File: config.mk
export PLATFORM = sky130hd
export DESIGN_NAME = hamming_secded_codec
export DESIGN_NICKNAME = d
export VERILOG_FILES = /design/src/rtl/hamming_pkg.sv /design/src/rtl/hamming_parity_gen.sv /design/src/rtl/hamming_secded_codec.sv
export SDC_FILE = /design/constraint.sdc
export NUM_CORES = 1
export LEC_CHECK = 0
export BUFFER_PORTS_ARGS = -buffer_cell sky130_fd_sc_hd__buf_2
export CORE_ASPECT_RATIO = 1.5
export CORE_UTILIZATION = 30
export DETAILED_ROUTE_END_ITERATION = 10
export GPL_ROUTABILITY_DRIVEN = 0
export SYNTH_ARGS = -nofsm -noshare
export SYNTH_HDL_FRONTEND = slang
export SYNTH_HIERARCHICAL = 1
export SYNTH_SLANG_ARGS = --single-unit
File: constraint.sdc
create_clock -name clk -period 1.9 [get_ports clk]
set_clock_uncertainty 0.2 [all_clocks]
set_input_delay 0.19 -clock clk [delete_from_list [all_inputs] [get_ports clk]]
set_output_delay 0.19 -clock clk [all_outputs]
set_load 0.02 [all_outputs]
File: src/rtl/hamming_pkg.sv
// Shared definitions for the Hamming SEC/SECDED codec.
// Provides the beat mode type and the elaboration-time helpers that
// describe the code layout (parity-bit count, power-of-two test,
// data-bit position lookup). Positions are 1-based: code[i] holds position i+1.
package hamming_pkg;

  typedef enum logic {
    MODE_ENC = 1'b0,
    MODE_DEC = 1'b1
  } mode_e;

  // Smallest r with 2^r >= data_w + r + 1.
  function automatic int unsigned calc_r(input int unsigned data_w);
    int unsigned r;
    r = 0;
    for (int unsigned i = 1; i < 31; i++) begin
      if (r == 0 && (32'd1 << i) >= data_w + i + 1) r = i;
    end
    return r;
  endfunction

  function automatic bit is_pow2(input int unsigned pos);
    return (pos != 0) && ((pos & (pos - 1)) == 0);
  endfunction

  // Position of data bit k: the (k+1)-th position that is not a power of two.
  function automatic int unsigned data_pos(input int unsigned k);
    int unsigned cnt;
    int unsigned res;
    cnt = 0;
    res = 0;
    for (int unsigned p = 3; p < 4096; p++) begin
      if (!is_pow2(p)) begin
        if (cnt == k && res == 0) res = p;
        cnt++;
      end
    end
    return res;
  endfunction

endpackage

File: src/rtl/hamming_parity_gen.sv
// Combinational Hamming parity generator.
// Places the data bits at their non-power-of-two positions, computes the
// R parity bits and inserts them at the power-of-two positions.
// Ports:
//   data_i    - DATA_W data bits
//   code_o    - N-bit Hamming codeword (no overall parity)
//   parity_o  - the R parity bits (parity_o[j] belongs to position 2^j)
//   all_xor_o - XOR of all N codeword bits (overall parity for SECDED)
module hamming_parity_gen
  import hamming_pkg::*;
#(
  parameter  int unsigned DATA_W = 7,
  localparam int unsigned R      = calc_r(DATA_W),
  localparam int unsigned N      = DATA_W + R
) (
  input  logic [DATA_W-1:0] data_i,
  output logic [N-1:0]      code_o,
  output logic [R-1:0]      parity_o,
  output logic              all_xor_o
);

  // Data bits in place, parity positions held at zero.
  logic [N-1:0] dcode;

  for (genvar k = 0; k < DATA_W; k++) begin : g_data
    assign dcode[data_pos(k)-1] = data_i[k];
  end
  for (genvar j = 0; j < R; j++) begin : g_pzero
    assign dcode[(1 << j)-1] = 1'b0;
  end

  always_comb begin
    parity_o = '0;
    for (int unsigned p = 1; p <= N; p++) begin
      for (int unsigned j = 0; j < R; j++) begin
        if (((p >> j) & 1) != 0) parity_o[j] = parity_o[j] ^ dcode[p-1];
      end
    end
  end

  always_comb begin
    code_o = dcode;
    for (int unsigned j = 0; j < R; j++) begin
      code_o[(1 << j)-1] = parity_o[j];
    end
  end

  assign all_xor_o = ^code_o;

endmodule

File: src/rtl/hamming_secded_codec.sv
// Pipelined Hamming SEC/SECDED encoder/decoder with valid/ready streaming.
// Each beat is tagged encode or decode. S1 registers the beat with its
// syndrome and overall-parity check; S2 applies correction and registers
// the outputs. Saturating counters track corrected and uncorrectable
// decode beats at the output handshake.
// Ports:
//   clk, areset_n          - clock, synchronous active-low reset
//   in_valid/in_ready      - input handshake; in_mode 0=encode 1=decode
//   in_word                - decode: codeword; encode: data in low DATA_W bits
//   out_valid/out_ready    - output handshake; out_mode echoes the beat mode
//   out_code, out_data     - codeword / (corrected) data
//   out_syndrome           - decode syndrome, 0 for encode
//   out_err_single/_double - corrected / uncorrectable flags
//   cnt_clear, cnt_corr, cnt_uncorr - error counters and their clear
module hamming_secded_codec
  import hamming_pkg::*;
#(
  parameter  int unsigned DATA_W = 7,
  parameter  int unsigned SECDED = 1,
  parameter  int unsigned CNT_W  = 16,
  localparam int unsigned R      = calc_r(DATA_W),
  localparam int unsigned N      = DATA_W + R,
  localparam int unsigned CODE_W = N + SECDED
) (
  input  logic              clk,
  input  logic              areset_n,
  input  logic              in_valid,
  output logic              in_ready,
  input  logic              in_mode,
  input  logic [CODE_W-1:0] in_word,
  output logic              out_valid,
  input  logic              out_ready,
  output logic              out_mode,
  output logic [CODE_W-1:0] out_code,
  output logic [DATA_W-1:0] out_data,
  output logic [R-1:0]      out_syndrome,
  output logic              out_err_single,
  output logic              out_err_double,
  input  logic              cnt_clear,
  output logic [CNT_W-1:0]  cnt_corr,
  output logic [CNT_W-1:0]  cnt_uncorr
);

  localparam logic [R-1:0] N_R = R'(N);

  // ---------------- front end: encode and syndrome ----------------
  logic [N-1:0]      enc_code, dec_code;
  logic [R-1:0]      enc_par, dec_par;
  logic              enc_all, dec_all;
  logic [CODE_W-1:0] enc_word;
  logic [DATA_W-1:0] rx_data;
  logic [R-1:0]      rx_par;
  logic [R-1:0]      syn;
  logic              pmis;

  hamming_parity_gen #(.DATA_W(DATA_W)) u_enc (
    .data_i    (in_word[DATA_W-1:0]),
    .code_o    (enc_code),
    .parity_o  (enc_par),
    .all_xor_o (enc_all)
  );

  for (genvar k = 0; k < DATA_W; k++) begin : g_rx_data
    assign rx_data[k] = in_word[data_pos(k)-1];
  end
  for (genvar j = 0; j < R; j++) begin : g_rx_par
    assign rx_par[j] = in_word[(1 << j)-1];
  end

  // Recomputing parity over the received data and comparing with the
  // received parity bits yields the syndrome.
  hamming_parity_gen #(.DATA_W(DATA_W)) u_dec (
    .data_i    (rx_data),
    .code_o    (dec_code),
    .parity_o  (dec_par),
    .all_xor_o (dec_all)
  );

  assign syn = dec_par ^ rx_par;

  if (SECDED != 0) begin : g_secded
    assign enc_word = {enc_all, enc_code};
    assign pmis     = ^in_word;
  end else begin : g_sec
    assign enc_word = enc_code;
    assign pmis     = 1'b0;
  end

  logic unused_sig;
  assign unused_sig = ^{enc_par, dec_code, dec_all, enc_all};

  // ---------------- pipeline state ----------------
  logic              s1_valid_q, s1_valid_d;
  mode_e             s1_mode_q, s1_mode_d;
  logic [CODE_W-1:0] s1_word_q, s1_word_d;
  logic [R-1:0]      s1_syn_q, s1_syn_d;
  logic              s1_pmis_q, s1_pmis_d;

  logic              out_valid_q, out_valid_d;
  mode_e             out_mode_q, out_mode_d;
  logic [CODE_W-1:0] out_code_q, out_code_d;
  logic [DATA_W-1:0] out_data_q, out_data_d;
  logic [R-1:0]      out_syn_q, out_syn_d;
  logic              out_single_q, out_single_d;
  logic              out_double_q, out_double_d;

  logic [CNT_W-1:0]  cnt_corr_q, cnt_corr_d;
  logic [CNT_W-1:0]  cnt_uncorr_q, cnt_uncorr_d;

  logic adv_s1, adv_s2, out_fire;

  assign adv_s2   = !out_valid_q || out_ready;
  assign adv_s1   = !s1_valid_q || adv_s2;
  assign out_fire = out_valid_q && out_ready;

  // ---------------- S2 correction ----------------
  logic [CODE_W-1:0] flip;
  logic [CODE_W-1:0] corr_word;
  logic [DATA_W-1:0] corr_data;
  logic              c_single, c_double;

  always_comb begin
    flip     = '0;
    c_single = 1'b0;
    c_double = 1'b0;
    if (s1_mode_q == MODE_DEC) begin
      if (SECDED != 0 && s1_pmis_q && s1_syn_q == '0) begin
        // Only the overall parity bit is wrong.
        flip[CODE_W-1] = 1'b1;
        c_single       = 1'b1;
      end else if (s1_syn_q != '0 && (SECDED == 0 || s1_pmis_q) && s1_syn_q <= N_R) begin
        flip     = CODE_W'(1) << (s1_syn_q - R'(1));
        c_single = 1'b1;
      end else if (s1_syn_q != '0) begin
        c_double = 1'b1;
      end
    end
  end

  assign corr_word = s1_word_q ^ flip;

  // For encode beats flip is zero, so this recovers the input data.
  for (genvar k = 0; k < DATA_W; k++) begin : g_corr_data
    assign corr_data[k] = corr_word[data_pos(k)-1];
  end

  // ---------------- next-state logic ----------------
  always_comb begin
    s1_valid_d = s1_valid_q;
    s1_mode_d  = s1_mode_q;
    s1_word_d  = s1_word_q;
    s1_syn_d   = s1_syn_q;
    s1_pmis_d  = s1_pmis_q;
    if (adv_s1) begin
      s1_valid_d = in_valid;
      if (in_valid) begin
        s1_mode_d = in_mode ? MODE_DEC : MODE_ENC;
        s1_word_d = in_mode ? in_word : enc_word;
        s1_syn_d  = in_mode ? syn : '0;
        s1_pmis_d = in_mode ? pmis : 1'b0;
      end
    end
  end

  always_comb begin
    out_valid_d  = out_valid_q;
    out_mode_d   = out_mode_q;
    out_code_d   = out_code_q;
    out_data_d   = out_data_q;
    out_syn_d    = out_syn_q;
    out_single_d = out_single_q;
    out_double_d = out_double_q;
    if (adv_s2) begin
      out_valid_d = s1_valid_q;
      if (s1_valid_q) begin
        out_mode_d   = s1_mode_q;
        out_code_d   = corr_word;
        out_data_d   = corr_data;
        out_syn_d    = s1_syn_q;
        out_single_d = c_single;
        out_double_d = c_double;
      end
    end
  end

  always_comb begin
    cnt_corr_d   = cnt_corr_q;
    cnt_uncorr_d = cnt_uncorr_q;
    if (cnt_clear) begin
      cnt_corr_d   = '0;
      cnt_uncorr_d = '0;
    end else if (out_fire && out_mode_q == MODE_DEC) begin
      if (out_single_q && cnt_corr_q != '1) cnt_corr_d = cnt_corr_q + CNT_W'(1);
      if (out_double_q && cnt_uncorr_q != '1) cnt_uncorr_d = cnt_uncorr_q + CNT_W'(1);
    end
  end

  always_ff @(posedge clk) begin
    if (!areset_n) begin
      s1_valid_q   <= 1'b0;
      s1_mode_q    <= MODE_ENC;
      s1_word_q    <= '0;
      s1_syn_q     <= '0;
      s1_pmis_q    <= 1'b0;
      out_valid_q  <= 1'b0;
      out_mode_q   <= MODE_ENC;
      out_code_q   <= '0;
      out_data_q   <= '0;
      out_syn_q    <= '0;
      out_single_q <= 1'b0;
      out_double_q <= 1'b0;
      cnt_corr_q   <= '0;
      cnt_uncorr_q <= '0;
    end else begin
      s1_valid_q   <= s1_valid_d;
      s1_mode_q    <= s1_mode_d;
      s1_word_q    <= s1_word_d;
      s1_syn_q     <= s1_syn_d;
      s1_pmis_q    <= s1_pmis_d;
      out_valid_q  <= out_valid_d;
      out_mode_q   <= out_mode_d;
      out_code_q   <= out_code_d;
      out_data_q   <= out_data_d;
      out_syn_q    <= out_syn_d;
      out_single_q <= out_single_d;
      out_double_q <= out_double_d;
      cnt_corr_q   <= cnt_corr_d;
      cnt_uncorr_q <= cnt_uncorr_d;
    end
  end

  assign in_ready       = adv_s1;
  assign out_valid      = out_valid_q;
  assign out_mode       = out_mode_q;
  assign out_code       = out_code_q;
  assign out_data       = out_data_q;
  assign out_syndrome   = out_syn_q;
  assign out_err_single = out_single_q;
  assign out_err_double = out_double_q;
  assign cnt_corr       = cnt_corr_q;
  assign cnt_uncorr     = cnt_uncorr_q;

endmodule
==> metrics.md, run 1 <==
| Metric | Value |
|---|---|
| Status | finished, final reports clean |
| Worst path bufs/invs | 0 |
| Unrepaired setup endpoints after global routing | false |
| Total track usage | 0.1373 |
| Ys Warns | 6 |
| Core ar. | 12570 um^2 |
| Req. time, crit path | 1.96 ns |
| Clock-pin slew on the worst setup and hold paths | 0.06 ns |
| Routed WL per cell | 13.57 um |
| Cell family with most CP delay | simple AND/OR/NAND/NOR gates |
| Slowest CP cell | or4_1 |
| Setup crit start kind | flop |
| Grt ovf | 0 |
| First-pass GRT wire length | 14.50 mm |
| Die width | 95.10 um |
| Crit path kind | reg -> reg |
| Row count | 50 |
| Max Fclk | 560.7 MHz |
| Setup TNS | 0 ns |
| Largest net degree at the start of global routing | 40 |
| CP Capture Type | flop |
| CTS tree | done |
| Port bufs | 77 |
| Clock latency on the worst-skew pair | 0.34 ns |
| Register-to-Register Path Depth | 4 |
| Final Max Slew Viols | 0 |
| CP cell instances | and4_1, nand3_4, or4_1, a21oi_1 |
| Syn Area/Cell | 9.155 um^2 |
| Detail Route Antenna Nets | 0 |
| Proportion of layout cells with a drive suffix above 1 | 0.2781 |
| Period utilisation layout | 0.9387 |
| Vias | 3212 |
| Routed wire length | 8.995 mm |
| Initial DRC Count | 112 |
| Die height | 141.6 um |
| Number of CTS-inserted buffers | 9 |
| Hold Path End | s1_word_q[11] |
| Reg2reg start | cnt_corr[5] |
| Slowest cell delay on critical path | 0.49 ns |
| CTS sink count | 71 |
| Tightest Pin Transition | 0.4269 ns |
| Boundary Pins | 78 |
| Total die area | 13470 um^2 |
| Post-DP HPWL | 6.774 mm |
| Area grow syn2layout | 23.10% |
| Synthesized net count | 446 |
| Worst min-delay path class | in -> reg |
| Hold wc startpoint | in_word[11] |
| Largest fanout on the critical path | 6 |
| Nets | 522 |
| Number of global-route vias before repair | 2996 |
| Final hold vios | 0 |
| CTS H-tree depth | 3 |
| DRT Pass-1 Iters | 5 |
| Maxcap violations | 0 |
| Worst Path Arrival | 1.85 ns |
| Maximum vdd drop | 0.3919 mV |
| Initial Utilization | 0.3101 |
| Mapped Cells | 426 |
| Hold_ws | 0.05622 ns |
| Final setup fails | 0 |
| Levels on crit path | 4 |
| FILL cells | 1243 |
| Static Leak | 2.057 nW |
| Worst Hold Path Cells | 4 |
| Detailed-route DRC error count | 0 |
| Root buffer cell | clkbuf_16 |
| Max Buffers Root-to-Sink | 2 |
| Initial antenna violation count | 0 |
| P per Cell Area | 792.4 nW/um^2 |
| Mapped Area | 3900 um^2 |
| DR vias/cell | 4.845 |
| R2R Path End | cnt_corr[15] |
| # diodes | 0 |
| Tmin final | 1.784 ns |
| Slew headroom | 0.7154 |
| R2R Setup Slk | 0.12 ns |
==> placed cells by master, fill, tap and decap left out, types with 3 or more instances in the layout <==
| cell type | n |
|---|---|
| dfxtp_1 | 69 |
| and2_1 | 4 |
| nor4b_1 | 3 |
| xnor2_1 | 47 |
| clkbuf_16 | 9 |
| clkbuf_8 | 3 |
| nor3_1 | 9 |
| o21ai_0 | 9 |
| inv_1 | 3 |
| nor2_1 | 32 |
| buf_2 | 77 |
| nand4_1 | 11 |
| a21boi_1 | 7 |
| nand2_1 | 52 |
| a21oi_1 | 13 |
| and3_1 | 6 |
| a211oi_1 | 3 |
| nand3_1 | 13 |
| o211a_1 | 18 |
| mux2i_1 | 13 |
| and4_1 | 4 |
| xor2_1 | 17 |
| a21boi_0 | 8 |
| nor3b_1 | 5 |
| and4_4 | 3 |
| buf_4 | 26 |
==> flip-flops by register name, summed over array words and instances, names as in the netlist <==
register,cells
out_err_single,1
s1_pmis_q,1
cnt_uncorr,16
out_syndrome,4
s1_syn_q,4
out_valid,1
s1_word_q,12
out_err_double,1
cnt_corr,16
out_code,12
out_mode,1
s1_mode_q,1
s1_valid_q,1
==> layout make-up <==
| cell class | count | area, um^2 | share of cell area |
|---|---|---|---|
| clock inverter | 3 | 40.04 | 0.008340 |
| timing repair buffer | 104 | 590.6 | 0.1230 |
| inverter | 3 | 11.26 | 0.002346 |
| sequential | 71 | 1424 | 0.2966 |
| multi-input combinational | 313 | 2270 | 0.4728 |
| tap | 156 | 195.2 | 0.04066 |
| clock buffer | 13 | 270.3 | 0.05629 |
==> routing by layer <==
metal	vias to the layer above	global-route usage	wire (um)
li1	1631	-	-
met1	1478	0.1543	3835
met2	93	0.2455	4650
met3	10	0.03483	382
met4	0	0.04705	127
met5	-	0	0
==> where the power goes <==
part	internal, mW	leakage (nW)	total [mW]	switching [mW]
sequential	1.55	0.579	1.60	0.0505
clock	1.12	0.156	1.72	0.603
combinational	0.232	1.32	0.487	0.254
total	2.90	2.06	3.80	0.908
==> through the flow <==
| step | power, mW | instances | setup WS [ns] | util | cell area, um^2 |
|---|---|---|---|---|---|
| 4_1_cts | 3.861 | 662 | 0.03491 | 0.3803 | 4782 |
| 3_5_place_dp | 2.116 | 645 | 0.03098 | 0.3547 | 4461 |
| 5_1_grt | 3.981 | 663 | 0.02651 | 0.3818 | 4801 |
| 2_1_floorplan | 2.025 | 426 | 0.02461 | - | 3915 |
| 6_report | 3.804 | 663 | 0.1165 | 0.3818 | 4801 |
| 3_3_place_gp | 2.110 | 645 | 0.07908 | 0.3547 | 4461 |
==> worst register-to-register path: stages, from the launching register on <==
cell     delay (ns)
dfxtp_1        0.37
and4_1         0.36
nand3_4        0.15
or4_1          0.49
a21oi_1        0.15
==> how the worst max path moves through the flow <==
stage                             start             to
after detailed placement    cnt_corr[0]    cnt_corr[5]
after CTS                   cnt_corr[0]    cnt_corr[5]
after global routing      cnt_uncorr[0]  cnt_uncorr[3]
after global placement      cnt_corr[0]    cnt_corr[5]
final                       cnt_corr[5]   cnt_corr[15]
after floorplan           cnt_uncorr[0]  cnt_uncorr[3]
==> timing repair <==
item                       4_1_cts  5_1_grt
buffers inserted                 0        1
hold endpoints to repair         1        0
setup endpoints to repair        1        9
hold buffers                     1        0
pin swaps                        0        1
gates resized for setup          1        3
Note: power is estimated with default switching activity, not from simulation.
==> run 2, diff against run 1 <==
CORE_ASPECT_RATIO = 1.75   (was 1.5)
MAX_ROUTING_LAYER = met4   (was default)
==> run 2 against run 1 <==
  * First-iteration DRC count down 19%
  * Die area barely moved
  * Sequential share of layout area barely moved
  * Combinational power is 1% higher
  * Cell count rose by 1.7%
  * Wire length rose by 1.0%
  * Power fell by 1.6%
  * Critical path type unchanged
==> metrics.md, run 2 (synthesis gave the netlist of run 1 again) <==
| Metric | Value |
|---|---|
| Hold Path End | s1_syn_q[3] |
| Die width | 88.19 um |
| Initial Utilization | 0.3103 |
| Boundary Pins | 78 |
| Tightest Pin Transition | 0.4270 ns |
| Clock power share | 0.443 |
| Pre-CTS setup slack | 0.05679 ns |
| Initial antenna violation count | 0 |
| Crit path kind | reg -> reg |
| R2R Setup Slk | 0.11 ns |
| Total die area | 13480 um^2 |
| CTS H-tree depth | 3 |
| CP Launch Point | cnt_uncorr[4] |
| Unrepaired setup endpoints after global routing | false |
| DR vias/cell | 4.785 |
| Maxcap violations | 0 |
| Hold wc startpoint | in_word[7] |
| Post-place instance area | 4461 um^2 |
| Detail Route Antenna Nets | 0 |
| Setup crit start kind | flop |
| Post-Layout Inst Area | 4797 um^2 |
| Area grow syn2layout | 23.00% |
| Power share of the combinational group | 0.132 |
| Most common cell after layout, fill and taps aside | buf_2 |
| Routed wire length | 9.088 mm |
| Largest net degree at the start of global routing | 40 |
| Nets | 521 |
| Status | finished, final reports clean |
| Number of global-route vias before repair | 3181 |
| Final Max Slew Viols | 0 |
| P_sw | 0.9229 mW |
| Tmin final | 1.788 ns |
| Max Fclk | 559.2 MHz |
| Setup TNS | 0 ns |
| Row count | 54 |
| Die height | 152.8 um |
| Register-to-Register Path Depth | 6 |
| Initial DRC Count | 91 |
| Reg2reg start | cnt_uncorr[4] |
| Proportion of layout cells with a drive suffix above 1 | 0.2787 |
| Worst Hold Path Cells | 4 |
| R2R Path End | cnt_uncorr[13] |
| FILL cells | 1309 |
| Sequential fraction of design power | 0.425 |
| Final WS setup | 0.1119 ns |
| CP Capture Type | flop |
| Post-DP HPWL | 6.987 mm |
| Max Buffers Root-to-Sink | 2 |
| Final Total Pwr | 3.744 mW |
| CTS sink count | 71 |
| Most frequent cells in the layout | buf_2 (77), dfxtp_1 (69), nand2_1 (52) |
| Number of CTS-inserted buffers | 9 |
| Root buffer cell | clkbuf_16 |
| Slew headroom | 0.7153 |
| Int Power | 2.821 mW |
| Maximum vdd drop | 0.4218 mV |
| Largest fanout on the critical path | 6 |
| Vias | 3225 |
| Final setup fails | 0 |
| Sw Ratio | 0.2465 |
| Core ar. | 12570 um^2 |
| Port bufs | 77 |
| # diodes | 0 |
| Detailed-route DRC error count | 0 |
| Worst min-delay path class | in -> reg |
| Req. time, crit path | 1.91 ns |
| Worst Path Arrival | 1.79 ns |
| Clock-pin slew on the worst setup and hold paths | 0.06 ns |
| DRT Pass-1 Iters | 4 |
| P per Cell Area | 780.5 nW/um^2 |
| Grt ovf | 0 |
| Period utilisation layout | 0.9411 |
| Clock latency on the worst-skew pair | 0.32 ns |
| CTS tree | done |
| Routed WL per cell | 13.48 um |
| First-pass GRT wire length | 14.88 mm |
| Total track usage | 0.1428 |
| Static Leak | 2.040 nW |
| Final hold vios | 0 |
[run 2: changes by cell type in the layout (fill, tap and decap cells not counted)]
cell        change
nor3_1          -1
clkbuf_1        -1
buf_4           -1
nand3_2         -1
clkinv_2        +1
nand3_1         +1
nor3_2          +1
clkbuf_8        -2
clkinvlp_4      +2
[run 2: area by class of cell]
cell class,instances,area [um^2],area share
clock buffer,10,239.0,0.04982
clock inverter,6,60.06,0.01252
inverter,3,11.26,0.002347
multi-input combinational,313,2270,0.4731
sequential,71,1424,0.2968
tap,168,210.2,0.04382
timing repair buffer,103,583.1,0.1215
[run 2: worst max-delay path: stages (launching register included)]
cell	delay, ns
dfxtp_1	0.38
nand3_1	0.26
nor4_4	0.33
buf_4	0.18
nand4_1	0.11
xor2_1	0.16
nor2_1	0.05
[run 2: per-layer routing]
layer	global-route usage	vias to the layer above	wire (um)
li1	-	1619	-
met4	0.04916	0	95
met5	-	-	0
met2	0.2648	68	5013
met1	0.1460	1529	3682
met3	0.02376	9	297
[run 2: metrics by stage]
| stage | cells | hold slack (ns) | utilization |
|---|---|---|---|
| after floorplan | 426 | 0.1289 | - |
| after global placement | 655 | 0.2552 | 0.3549 |
| after detailed placement | 655 | 0.2628 | 0.3549 |
| after CTS | 672 | 0.06840 | 0.3795 |
| after global routing | 674 | 0.08595 | 0.3817 |
| final | 674 | 0.07237 | 0.3817 |
[run 2: timing repair]
| action | CTS | global route |
|---|---|---|
| endpoints found under the setup margin | 0 | 10 |
| hold buffers | 1 | 0 |
| endpoints found under the hold margin | 1 | 0 |
| setup buffers | 0 | 2 |
| resized for setup | 0 | 4 |
[run 2: worst max path at each step]
stage                                 to  slack, ns  depth (start not counted)
after floorplan            cnt_uncorr[3]       0.02                          6
after detailed placement     cnt_corr[5]       0.06                          6
final                     cnt_uncorr[13]       0.11                          6
after global routing       cnt_uncorr[8]      0.009                          7
after CTS                    cnt_corr[7]       0.04                          6
after global placement       cnt_corr[5]       0.08                          6
[run 2: power groups by stage]
stage,logic (mW),registers [mW],clock network (mW)
2_1_floorplan,0.387,1.64,0
3_3_place_gp,0.488,1.62,0
3_5_place_dp,0.496,1.62,0
4_1_cts,0.500,1.59,1.71
5_1_grt,0.544,1.60,1.78
6_report,0.493,1.59,1.66
==> run 3, diff against run 2 <==
clock period = 1.6 ns   (was 1.9 ns; I/O delays follow)
==> run 3 against run 2 <==
  * The run now ends with setup timing left
  * Wire length up 18%
  * Global-route usage grew 1.3 points
  * Power rose by 26%
  * Cell count rose by 8.5%
  * Die area unchanged
  * Via count grew 11%
==> metrics.md, run 3 (synthesis gave the netlist of run 1 again) <==
| Metric | Value |
|---|---|
| DR vias/cell | 4.882 |
| Boundary Pins | 78 |
| Crit path kind | reg -> reg |
| Post-DP HPWL | 7.527 mm |
| Number of global-route vias before repair | 3483 |
| Slew headroom | 0.7558 |
| Failing checks | setup timing |
| Final core utilization | 0.4589 |
| Die height | 152.8 um |
| Largest fanout on the critical path | 8 |
| Initial Utilization | 0.3103 |
| Worst Hold Path Cells | 4 |
| Largest net degree at the start of global routing | 40 |
| Period utilisation layout | 1.046 |
| Routed wire length | 10.70 mm |
| Max Buffers Root-to-Sink | 2 |
| Setup crit start kind | flop |
| Worst min-delay path class | in -> reg |
| Reg2reg start | out_valid |
| Maximum vdd drop | 0.5792 mV |
| # diodes | 0 |
| R2R Setup Slk | -0.07 ns |
| Clock-pin slew on the worst setup and hold paths | 0.06 ns |
| FILL cells | 1205 |
| P per Cell Area | 816.7 nW/um^2 |
| Proportion of layout cells with a drive suffix above 1 | 0.4849 |
| Port bufs | 77 |
| Worst Path Arrival | 1.74 ns |
| Final WS setup | -0.07341 ns |
| Area grow syn2layout | 47.87% |
| Nets | 578 |
| Grt ovf | 0 |
| Root buffer cell | clkbuf_16 |
| Final setup fails | 27 |
| Static Leak | 2.464 nW |
| Die width | 88.19 um |
| Clock latency on the worst-skew pair | 0.33 ns |
| Hold Path End | s1_syn_q[3] |
| Row count | 54 |
| Total track usage | 0.1563 |
| DRT Pass-1 Iters | 4 |
| Total die area | 13480 um^2 |
| CP Capture Type | flop |
| CTS H-tree depth | 3 |
| Final Max Slew Viols | 0 |
| Routed WL per cell | 14.64 um |
| Req. time, crit path | 1.67 ns |
| Register-to-Register Path Depth | 4 |
| Most common cell after layout, fill and taps aside | buf_2 |
| Hold wc startpoint | in_word[7] |
| First-pass GRT wire length | 16.10 mm |
| Number of CTS-inserted buffers | 9 |
| R2R Path End | cnt_corr[15] |
| Core ar. | 12570 um^2 |
| Tmin final | 1.673 ns |
| Tightest Pin Transition | 0.3616 ns |
| Post-Layout Inst Area | 5767 um^2 |
| Initial antenna violation count | 0 |
| Maxcap violations | 0 |
| Detailed-route DRC error count | 0 |
| Post-place instance area | 4918 um^2 |
| Initial DRC Count | 94 |
| Status | complete, but fails checks |
| CTS sink count | 71 |
| Vias | 3569 |
| Final hold vios | 0 |
| Detail Route Antenna Nets | 0 |
| Most frequent cells in the layout | buf_2 (76), buf_4 (68), nand2_1 (50) |
| Unrepaired setup endpoints after global routing | true |
| Max Fclk | 597.6 MHz |
| CTS tree | done |
==> run 3: timing repair <==
action	CTS	global route
endpoints found under the hold margin	1	0
gates cloned	1	3
gates resized for setup	20	55
endpoints found under the setup margin	44	63
buffers inserted	7	8
pin swaps	15	39
hold buffers	1	0
==> run 3: power breakdown <==
group | leakage, nW | switching (mW) | total [mW] | internal (mW)
Combinational | 1.71 | 0.374 | 0.752 | 0.378
Clock | 0.154 | 0.787 | 2.09 | 1.30
Sequential | 0.598 | 0.0521 | 1.87 | 1.81
==> run 3: metrics by stage <==
step                hold WS (ns)  setup WS (ns)  setup TNS (ns)  cells  total power [mW]
detailed placement        0.2431        -0.1555          -2.392    695             2.570
global placement          0.2279        -0.1156          -1.476    695             2.556
CTS                      0.01650       -0.07382         -0.9190    720             4.703
finish                   0.03029       -0.07341         -0.8007    731             4.710
floorplan                0.09889        -0.1581          -1.111    426             2.388
global route             0.04077        -0.1609          -3.220    731             4.915
==> run 3: cell type report <==
| cell class | instances | area, um^2 | area share |
|---|---|---|---|
| inverters | 3 | 11.26 | 0.001953 |
| well taps | 168 | 210.2 | 0.03645 |
| flip-flops and latches | 71 | 1495 | 0.2593 |
| clock inverters | 6 | 66.31 | 0.01150 |
| repair buffers | 160 | 1162 | 0.2016 |
| clock buffers | 10 | 250.2 | 0.04339 |
| multi-input cells | 313 | 2571 | 0.4459 |
==> run 3: worst max-delay path by stage <==
stage	from	end	slack, ns	cells past startpoint
finish	out_valid	cnt_corr[15]	-0.07	4
global route	out_valid	cnt_uncorr[15]	-0.16	6
CTS	cnt_uncorr[0]	cnt_uncorr[3]	-0.07	6
detailed placement	cnt_corr[1]	cnt_corr[1]	-0.16	6
global placement	cnt_corr[1]	cnt_corr[5]	-0.12	6
floorplan	cnt_corr[0]	cnt_corr[5]	-0.16	7
==> run 3: per-layer routing <==
metal  track usage  up-vias  wire length, um
met5             -        -                0
met4       0.05684        0              189
met3       0.03294       17              408
met2        0.2934       92             6071
met1        0.1508     1717             4031
li1              -     1743                -
==> run 3: worst max-delay path, cell delays in order, from the launching register on <==
cell and delay [ns]:
dfxtp_4 0.38, and4_4 0.26, nand3_4 0.17, or4_4 0.46, a21oi_2 0.14
